<file path="config.mk">
export PLATFORM = sky130hd
export DESIGN_NAME = sd_block_fetch
export DESIGN_NICKNAME = d
export VERILOG_FILES = /design/src/rtl/sd_block_fetch.sv
export SDC_FILE = /design/constraint.sdc
export NUM_CORES = 1
export LEC_CHECK = 0
export CELL_PAD_IN_SITES_DETAIL_PLACEMENT = 1
export CELL_PAD_IN_SITES_GLOBAL_PLACEMENT = 1
export CORE_MARGIN = 1
export CORE_UTILIZATION = 42
export CTS_CLUSTER_DIAMETER = 30
export DETAILED_ROUTE_END_ITERATION = 16
export DONT_BUFFER_PORTS = 1
export MAX_ROUTING_LAYER = met4
export PLACE_DENSITY_LB_ADDON = 0.1
export SETUP_SLACK_MARGIN = 0.2
export SLEW_MARGIN = 20
export SYNTH_ARGS = -nofsm -noshare
export SYNTH_HDL_FRONTEND = slang
export SYNTH_SLANG_ARGS = --single-unit
</file>
<file path="constraint.sdc">
create_clock -name clk_50 -period 1.6 [get_ports clk_50]
set_input_delay 0.16 -clock clk_50 [delete_from_list [all_inputs] [get_ports clk_50]]
set_output_delay 0.16 -clock clk_50 [all_outputs]
set_load 0.1 [all_outputs]
</file>
<file path="src/rtl/sd_block_fetch.sv">
// Fetches one block from the backing-store bus into the sd_phy read buffer, then pulses block_read_go.
// Optional macro BLOCK_FETCH_BYTESWAP_EN byte-reverses each fetched word for the MSB-first phy.
//  state | meaning
//  IDLE  | waiting for a rising edge on block_read_act
//  REQ   | one bus read in flight; mem_req raised the cycle after entry
//  WAIT  | bus idle for one cycle; also lets the final zero-fill write land
//  ZERO  | out-of-range block: write zero to every buffer word
//  DONE  | one-cycle block_read_go
module sd_block_fetch #(
    parameter int unsigned WORDS      = 128,
    parameter logic [31:0] BASE_ADDR  = 32'h0000_0000,
    parameter logic [31:0] MAX_BLOCKS = 32'd65536
) (
    input  logic                       clk_50,
    input  logic                       reset_n,
    input  logic                       block_read_act,
    input  logic [31:0]                block_read_addr,
    input  logic                       block_read_stop,
    output logic                       block_read_go,
    output logic                       err_out_range,
    output logic                       busy,
    output logic                       mem_req,
    output logic [31:0]                mem_addr,
    input  logic                       mem_ack,
    input  logic [31:0]                mem_rdata,
    output logic [$clog2(WORDS)-1:0]   bram_wr_addr,
    output logic [31:0]                bram_wr_data,
    output logic                       bram_wr_en
);

    localparam int unsigned AW = $clog2(WORDS);
    localparam logic [AW-1:0] WC_LAST = AW'(WORDS - 1);

    typedef enum logic [2:0] {S_IDLE, S_REQ, S_WAIT, S_ZERO, S_DONE} state_t;

    state_t          state_q, state_d;
    logic            act_q;
    logic [31:0]     blk_q, blk_d;
    logic [AW-1:0]   wc_q, wc_d;
    logic            mem_req_q, mem_req_d;
    logic            err_q, err_d;
    logic            wr_en_q, wr_en_d;
    logic [AW-1:0]   wr_addr_q, wr_addr_d;
    logic [31:0]     wr_data_q, wr_data_d;
    logic [31:0]     rdata_fmt;

    logic start, ack_ok, wc_last, out_range;
    assign start     = block_read_act & ~act_q;
    assign ack_ok    = mem_req_q & mem_ack;
    assign wc_last   = (wc_q == WC_LAST);
    assign out_range = (block_read_addr >= MAX_BLOCKS);

`ifdef BLOCK_FETCH_BYTESWAP_EN
    assign rdata_fmt = {mem_rdata[7:0], mem_rdata[15:8], mem_rdata[23:16], mem_rdata[31:24]};
`else
    assign rdata_fmt = mem_rdata;
`endif

    always_ff @(posedge clk_50 or negedge reset_n) begin
        if (!reset_n) begin
            state_q   <= S_IDLE;
            act_q     <= 1'b0;
            blk_q     <= '0;
            wc_q      <= '0;
            mem_req_q <= 1'b0;
            err_q     <= 1'b0;
            wr_en_q   <= 1'b0;
            wr_addr_q <= '0;
            wr_data_q <= '0;
        end else begin
            state_q   <= state_d;
            act_q     <= block_read_act;
            blk_q     <= blk_d;
            wc_q      <= wc_d;
            mem_req_q <= mem_req_d;
            err_q     <= err_d;
            wr_en_q   <= wr_en_d;
            wr_addr_q <= wr_addr_d;
            wr_data_q <= wr_data_d;
        end
    end

    always_comb begin
        state_d = state_q;
        case (state_q)
            S_IDLE: if (start) state_d = out_range ? S_ZERO : S_REQ;
            S_REQ: begin
                if (block_read_stop) state_d = S_IDLE;
                else if (ack_ok)     state_d = S_WAIT;
            end
            S_WAIT: begin
                if (block_read_stop) state_d = S_IDLE;
                else if (wc_last)    state_d = S_DONE;
                else                 state_d = S_REQ;
            end
            // Last zero write passes through WAIT so it commits before the go pulse.
            S_ZERO: begin
                if (block_read_stop) state_d = S_IDLE;
                else if (wc_last)    state_d = S_WAIT;
            end
            S_DONE:  state_d = S_IDLE;
            default: state_d = S_IDLE;
        endcase
    end

    always_comb begin
        blk_d     = blk_q;
        wc_d      = wc_q;
        mem_req_d = 1'b0;
        err_d     = 1'b0;
        wr_en_d   = 1'b0;
        wr_addr_d = wr_addr_q;
        wr_data_d = wr_data_q;
        case (state_q)
            S_IDLE: begin
                if (start) begin
                    blk_d = block_read_addr;
                    wc_d  = '0;
                    err_d = out_range;
                end
            end
            S_REQ: begin
                // An ack coinciding with stop still completes its buffer write.
                if (ack_ok) begin
                    wr_en_d   = 1'b1;
                    wr_addr_d = wc_q;
                    wr_data_d = rdata_fmt;
                end
                mem_req_d = ~ack_ok & ~block_read_stop;
            end
            S_WAIT: begin
                if (!block_read_stop && !wc_last) wc_d = wc_q + AW'(1);
            end
            S_ZERO: begin
                if (!block_read_stop) begin
                    wr_en_d   = 1'b1;
                    wr_addr_d = wc_q;
                    wr_data_d = '0;
                    if (!wc_last) wc_d = wc_q + AW'(1);
                end
            end
            default: ;
        endcase
    end

    always_comb begin
        block_read_go = (state_q == S_DONE);
        busy          = (state_q != S_IDLE);
        err_out_range = err_q;
        mem_req       = mem_req_q;
        mem_addr      = mem_req_q ? (BASE_ADDR + (blk_q << 9) + {{(30 - AW){1'b0}}, wc_q, 2'b00}) : 32'h0;
        bram_wr_en    = wr_en_q;
        bram_wr_addr  = wr_addr_q;
        bram_wr_data  = wr_data_q;
    end

endmodule

</file>
---- Word level (Yosys, flattened, before mapping) ----
Index checks and enable logic that the tools add are counted.
W data, S select, Z words.
word-level totals
  register bits after elaboration ......... 76
  latch bits .............................. 0
  memory bits (writable) .................. 0
  ROM bits ................................ 0
  input bits .............................. 69
  output and inout bits ................... 76
  logic and storage cells ................. 68
  memories kept ........................... 0
cells by class
  add/sub/neg operators ................... 2
  multipliers ............................. 0
  div/mod/pow operators ................... 0
  magnitude comparators ................... 1
  equality and inequality tests ........... 12
  shift operators ......................... 0
  multiplexer cells ....................... 27
  bitwise logic cells ..................... 6
  reductions and logical operators ........ 11
operator list
  operator                count
  $mux W32                3
  $pmux W32 S2            1
  $mux W7                 6
  $add A32 B9 Y32         1
  $ge A32 B17 Y1 const B  1
  $mux W3                 7
  $pmux W7 S3             1
  $pmux W7 S2             1
  $pmux W3 S4             1
  $ne A2 B2 Y1 const B    5
  $add A7 B1 Y7 const B   1
  $eq A7 B7 Y1 const B    1
  $eq A3 B2 Y1 const B    2
  $ne A3 B3 Y1 const B    2
  $reduce_and A3 Y1       2
  $reduce_bool A3 Y1      2
  $mux W1                 5
  $reduce_and A5 Y1       1
  $and A1 B1 Y1           3
  $eq A3 B1 Y1 const B    1
  $eq A3 B3 Y1 const B    1
  $logic_not A3 Y1        1
  $not A1 Y1              3
  $logic_not A1 Y1        2
  other kinds (5)         5

---- Depth between registers and ports, before layout ----
  word-level depth ........................ 5
  gate-level depth with buffers ........... 6
  gate-level depth less buffers ........... 5

---- Worst setup path before layout ----
OpenSTA, ideal clock, no wires.
  path type ............................... register to output
  from .................................... register mem_req_q, in the netlist mem_req
  to ...................................... output mem_addr[10]
  arrival ................................. 1.990 ns
  required time ........................... 1.440 ns
  slack ................................... -0.550 ns
  stages on the path, launching flop included .. 3
  path buffers ............................ 1
  cell sequence ........................... dfrtp_1 -> clkbuf_1 -> and2_1
between the ends
  longest elaborated chain between the ends .. 1
ends and longest elaborated chain
  what                    RTL line  text
  start, declared         40        logic mem_req_q, mem_req_d;
  start signal, assigned  75        mem_req_q <= mem_req_d;
  $mux W32                151       mem_addr = mem_req_q ? (BASE_ADDR + (blk_q << 9) + {{(30 - AW){1'b0}}, wc_q, 2'b00}) : 32'h0;
  end, declared           23        output logic [31:0] mem_addr,
No other way between the ends.

---- Worst setup path after layout ----
  from .................................... register mem_req_q, in the netlist mem_req
  to ...................................... register wr_addr_q[6], in the netlist bram_wr_addr[6]
between the ends
  longest elaborated chain between the ends .. 3
ends and longest elaborated chain
  what                         RTL line  text
  $and A1 B1 Y1                49        assign ack_ok = mem_req_q & mem_ack;
  $ne A2 B2 Y1 (no line)       --
  $reduce_and A3 Y1 (no line)  --
  end signal, assigned         78        wr_addr_q <= wr_addr_d;
  end, declared                43        logic [AW-1:0] wr_addr_q, wr_addr_d;
No other way between the ends.
A chain may end at the register's enable or synchronous reset.

==> flow_summary_export.csv <==
group,metric,value,unit
status,status,"finished, violations left",
status,violations,"hold timing, setup timing",
power,switchingPower,6.311,mW
timing,finalHoldViolations,76,
route,drt_wl_total,14430,µm
route,dr_total_vias,2946,
timing,setup_tns,-0.2327,ns
timing,drv_slew,0,
route,wl_per_cell,27.96,µm
synth,synthCells,286,
power,seqPwrFrac,28.0,%
timing,setup_viol,15,
synth,ys.warnings.count,0,
power,p_per_area,2209,nW/µm²
placement,place_area,3745,µm²
clocking,clock-root-buffer,"clkbuf_8",
route,firstDrtPassIters,4,
setup_path,rrSetupSlack,-0.06,ns
power,p_comb_share,58.1,%
setup_path,cp_top_family,"flip-flops",
floorplan,rows,31,
setup_path,cpMaxStageDelayCell,"dfrtp_4",
synth,syn_area_per_cell,11.03,µm²
clocking,cts_inserted_buffers,9,
cells_and_area,final_util,71.92,%
cells_and_area,layout_commonest_cell,"dfrtp_1",
floorplan,core_area,7253,µm²
setup_path,start_kind,"flip-flop",
timing,timing.fmax,603.9,MHz
cells_and_area,area_delta_synth_final,65.37,%
global_route,grt_pass1_vias,2815,
global_route,antenna_found_initial,0,
timing,rsz0062_at_grt,"true",
synth,synth_cell_types,36,
route,drt_iter0_markers,170,
clocking,tritoncts,"done",
setup_path,end_kind,"flip-flop",
floorplan,die-width,88.66,µm
power,finalPower,11.52,mW
timing,clock_skew,0.01028,ns
floorplan,dieArea,7861,µm²
setup_path,critPathRequiredTime,1.84,ns
power,clockPowerShare,13.8,%
power,switching_share,54.76,%
global_route,grt_pass1_wl,15210,µm
cells_and_area,final_cell_mix,"74 x dfrtp_1, 56 x dlygate4sd3_1, 50 x buf_4",
timing,period_needed,1.656,ns
floorplan,die_y,88.66,µm
setup_path,path_cells,"and4_4 > a21oi_4 > buf_12 > mux2_1",
synth,synth-seq-cells,76,
min_path,hold_class,"input port to async pin",
global_route,grt_remaining_overflow,0,
placement,numPortBuffers,0,
clocking,hold_buffers,56,
route,vias_per_cell,5.709,
placement,dp_hpwl,5293,µm
floorplan,start_util,43.49,%
power,p_int,5.213,mW
power,p_leak,2.572,nW
setup_path,critPathArrivalTime,1.89,ns
cells_and_area,n_antenna_cell,0,
setup_path,slowest_delay,0.57,ns
global_route,grt_max_degree,77,
clocking,clkSinkCount,76,
flow_run,maxCapViolations,0,
clocking,clk-insertion-delay-late,0.36,ns
timing,fin_crit_sh,103.5,%
cells_and_area,nNetsFinal,482,
placement,place_congestion,0.7159,
floorplan,ios,145,
clocking,cts.clk_slew.worst_paths,0.09,ns
setup_path,crit_buf_inv,1,
clocking,clock_path_buffers,2,
setup_path,crit_type,"flip-flop to flip-flop",
clocking,cts_max_level,3,
synth,yosysSeqAreaShare,60.29,%
route,ant_nets,0,
cells_and_area,drive_above_1_share,48.68,%
cells_and_area,final_cell_area,5216,µm²
global_route,track_usage,27.49,%
synth,syn_area,3154,µm²
route,drcViolationCount,0,
power,vdd_ir_drop_max,0.001148,V
timing,holdWs,-0.5196,ns
setup_path,worstPathMaxFanout,8,
timing,setup_slack,-0.05596,ns
-- logic make-up after synthesis --
group,count (synthesis),share of synthesized area (%)
AND/OR/NAND/NOR,136,21.06
AO/OA/AOI/OAI,42,11.03
other,1,0.1189
adder cells (fa/ha/maj),1,0.3966
flip-flops,76,60.29
buffers and inverters,20,3.689
XOR/XNOR,1,0.2777
multiplexers,9,3.134
-- sequential cells by signal (all words and copies together) (netlist names) --
name,cells
blk_q,23
bram_wr_en,1
act_q,1
state_q,3
mem_req,1
bram_wr_data,32
bram_wr_addr,7
err_out_range,1
wc_q,7
-- cell type report --
cell class              count  area (µm²)
well taps                  99       123.9
fillers                   692        2037
clock buffers              10       137.6
repair buffers            132        1430
clock inverters             6       63.81
inverters                   2       7.507
flip-flops and latches     76        1907
multi-input cells         191        1546
-- what timing repair did --
| action | 4_1_cts | 5_1_grt |
|---|---|---|
| gates resized for setup | 50 | 75 |
| setup buffers | 6 | 3 |
| endpoints found under the hold margin | 132 | 76 |
| setup endpoints to repair | 106 | 106 |
| pin swaps | 31 | 13 |
| cloned | 3 | 6 |
-- power groups by stage --
| stage | sequential [mW] | combinational [mW] | clock, mW |
|---|---|---|---|
| 6_report | 3.23 | 6.70 | 1.59 |
| 5_1_grt | 3.28 | 6.86 | 1.68 |
| 4_1_cts | 2.98 | 5.95 | 1.50 |
| 3_5_place_dp | 2.98 | 5.48 | 0 |
| 3_3_place_gp | 2.95 | 5.42 | 0 |
| 2_1_floorplan | 5.53 | 1.86 | 0 |
-- worst paths after layout --
kind / from / to / cells after the start
min: reset_n / blk_q[21] / 0
max: mem_req / bram_wr_addr[6] / 4
min in group clk_50: mem_ack / mem_req / 3
min reg2reg: blk_q[15] / blk_q[15] / 2
max in group asynchronous: reset_n / state_q[2] / 0
max reg2reg: mem_req / bram_wr_addr[6] / 4
-- synth_stat cells (all sizes together) --
library cell / instances / area, µm²
clkbuf: 6 / 22.52
buf: 12 / 86.33
nand3: 2 / 10.01
a21oi: 4 / 23.77
nor3b: 1 / 12.51
conb: 1 / 3.750
nand2b: 2 / 12.51
mux2i: 2 / 20.02
nor2: 7 / 28.78
nand2: 76 / 285.3
nor4: 4 / 25.02
dfrtp: 76 / 1902
a311oi: 1 / 8.760
xor2: 1 / 8.760
o21a: 1 / 7.510
ha: 1 / 12.51
inv: 2 / 7.510
o2111ai: 1 / 8.760
and4b: 1 / 10.01
nand4: 1 / 6.260
or3: 1 / 11.26
o21ai: 2 / 10.00
and4: 2 / 17.52
nor2b: 1 / 6.260
or2: 1 / 6.260
and2: 32 / 200.2
and3: 4 / 25.02
nand3b: 1 / 7.510
mux2: 7 / 78.82
a22o: 33 / 289.0
-- worst reg2reg max path: stages (launching register included) --
cell and delay [ns]:
dfrtp_4 0.57, and4_4 0.20, a21oi_4 0.21, buf_12 0.17
mux2_1 0.37
-- stage by stage --
stage	std cells	setup WS [ns]
3_3_place_gp	426	0.08071
4_1_cts	507	0.04449
2_1_floorplan	287	-0.08802
6_report	516	-0.05596
3_5_place_dp	426	0.05552
5_1_grt	516	-0.07644
-- per-layer routing --
metal | up-vias | share of wire, % | global-route usage (%)
met4 | 0 | 5.2 | 8.211
met2 | 169 | 53 | 48.04
met1 | 1506 | 34 | 31.57
li1 | 1213 | - | -
met5 | - | 0 | -
met3 | 58 | 8.3 | 6.063
Note: power is estimated with default switching activity, not from simulation.
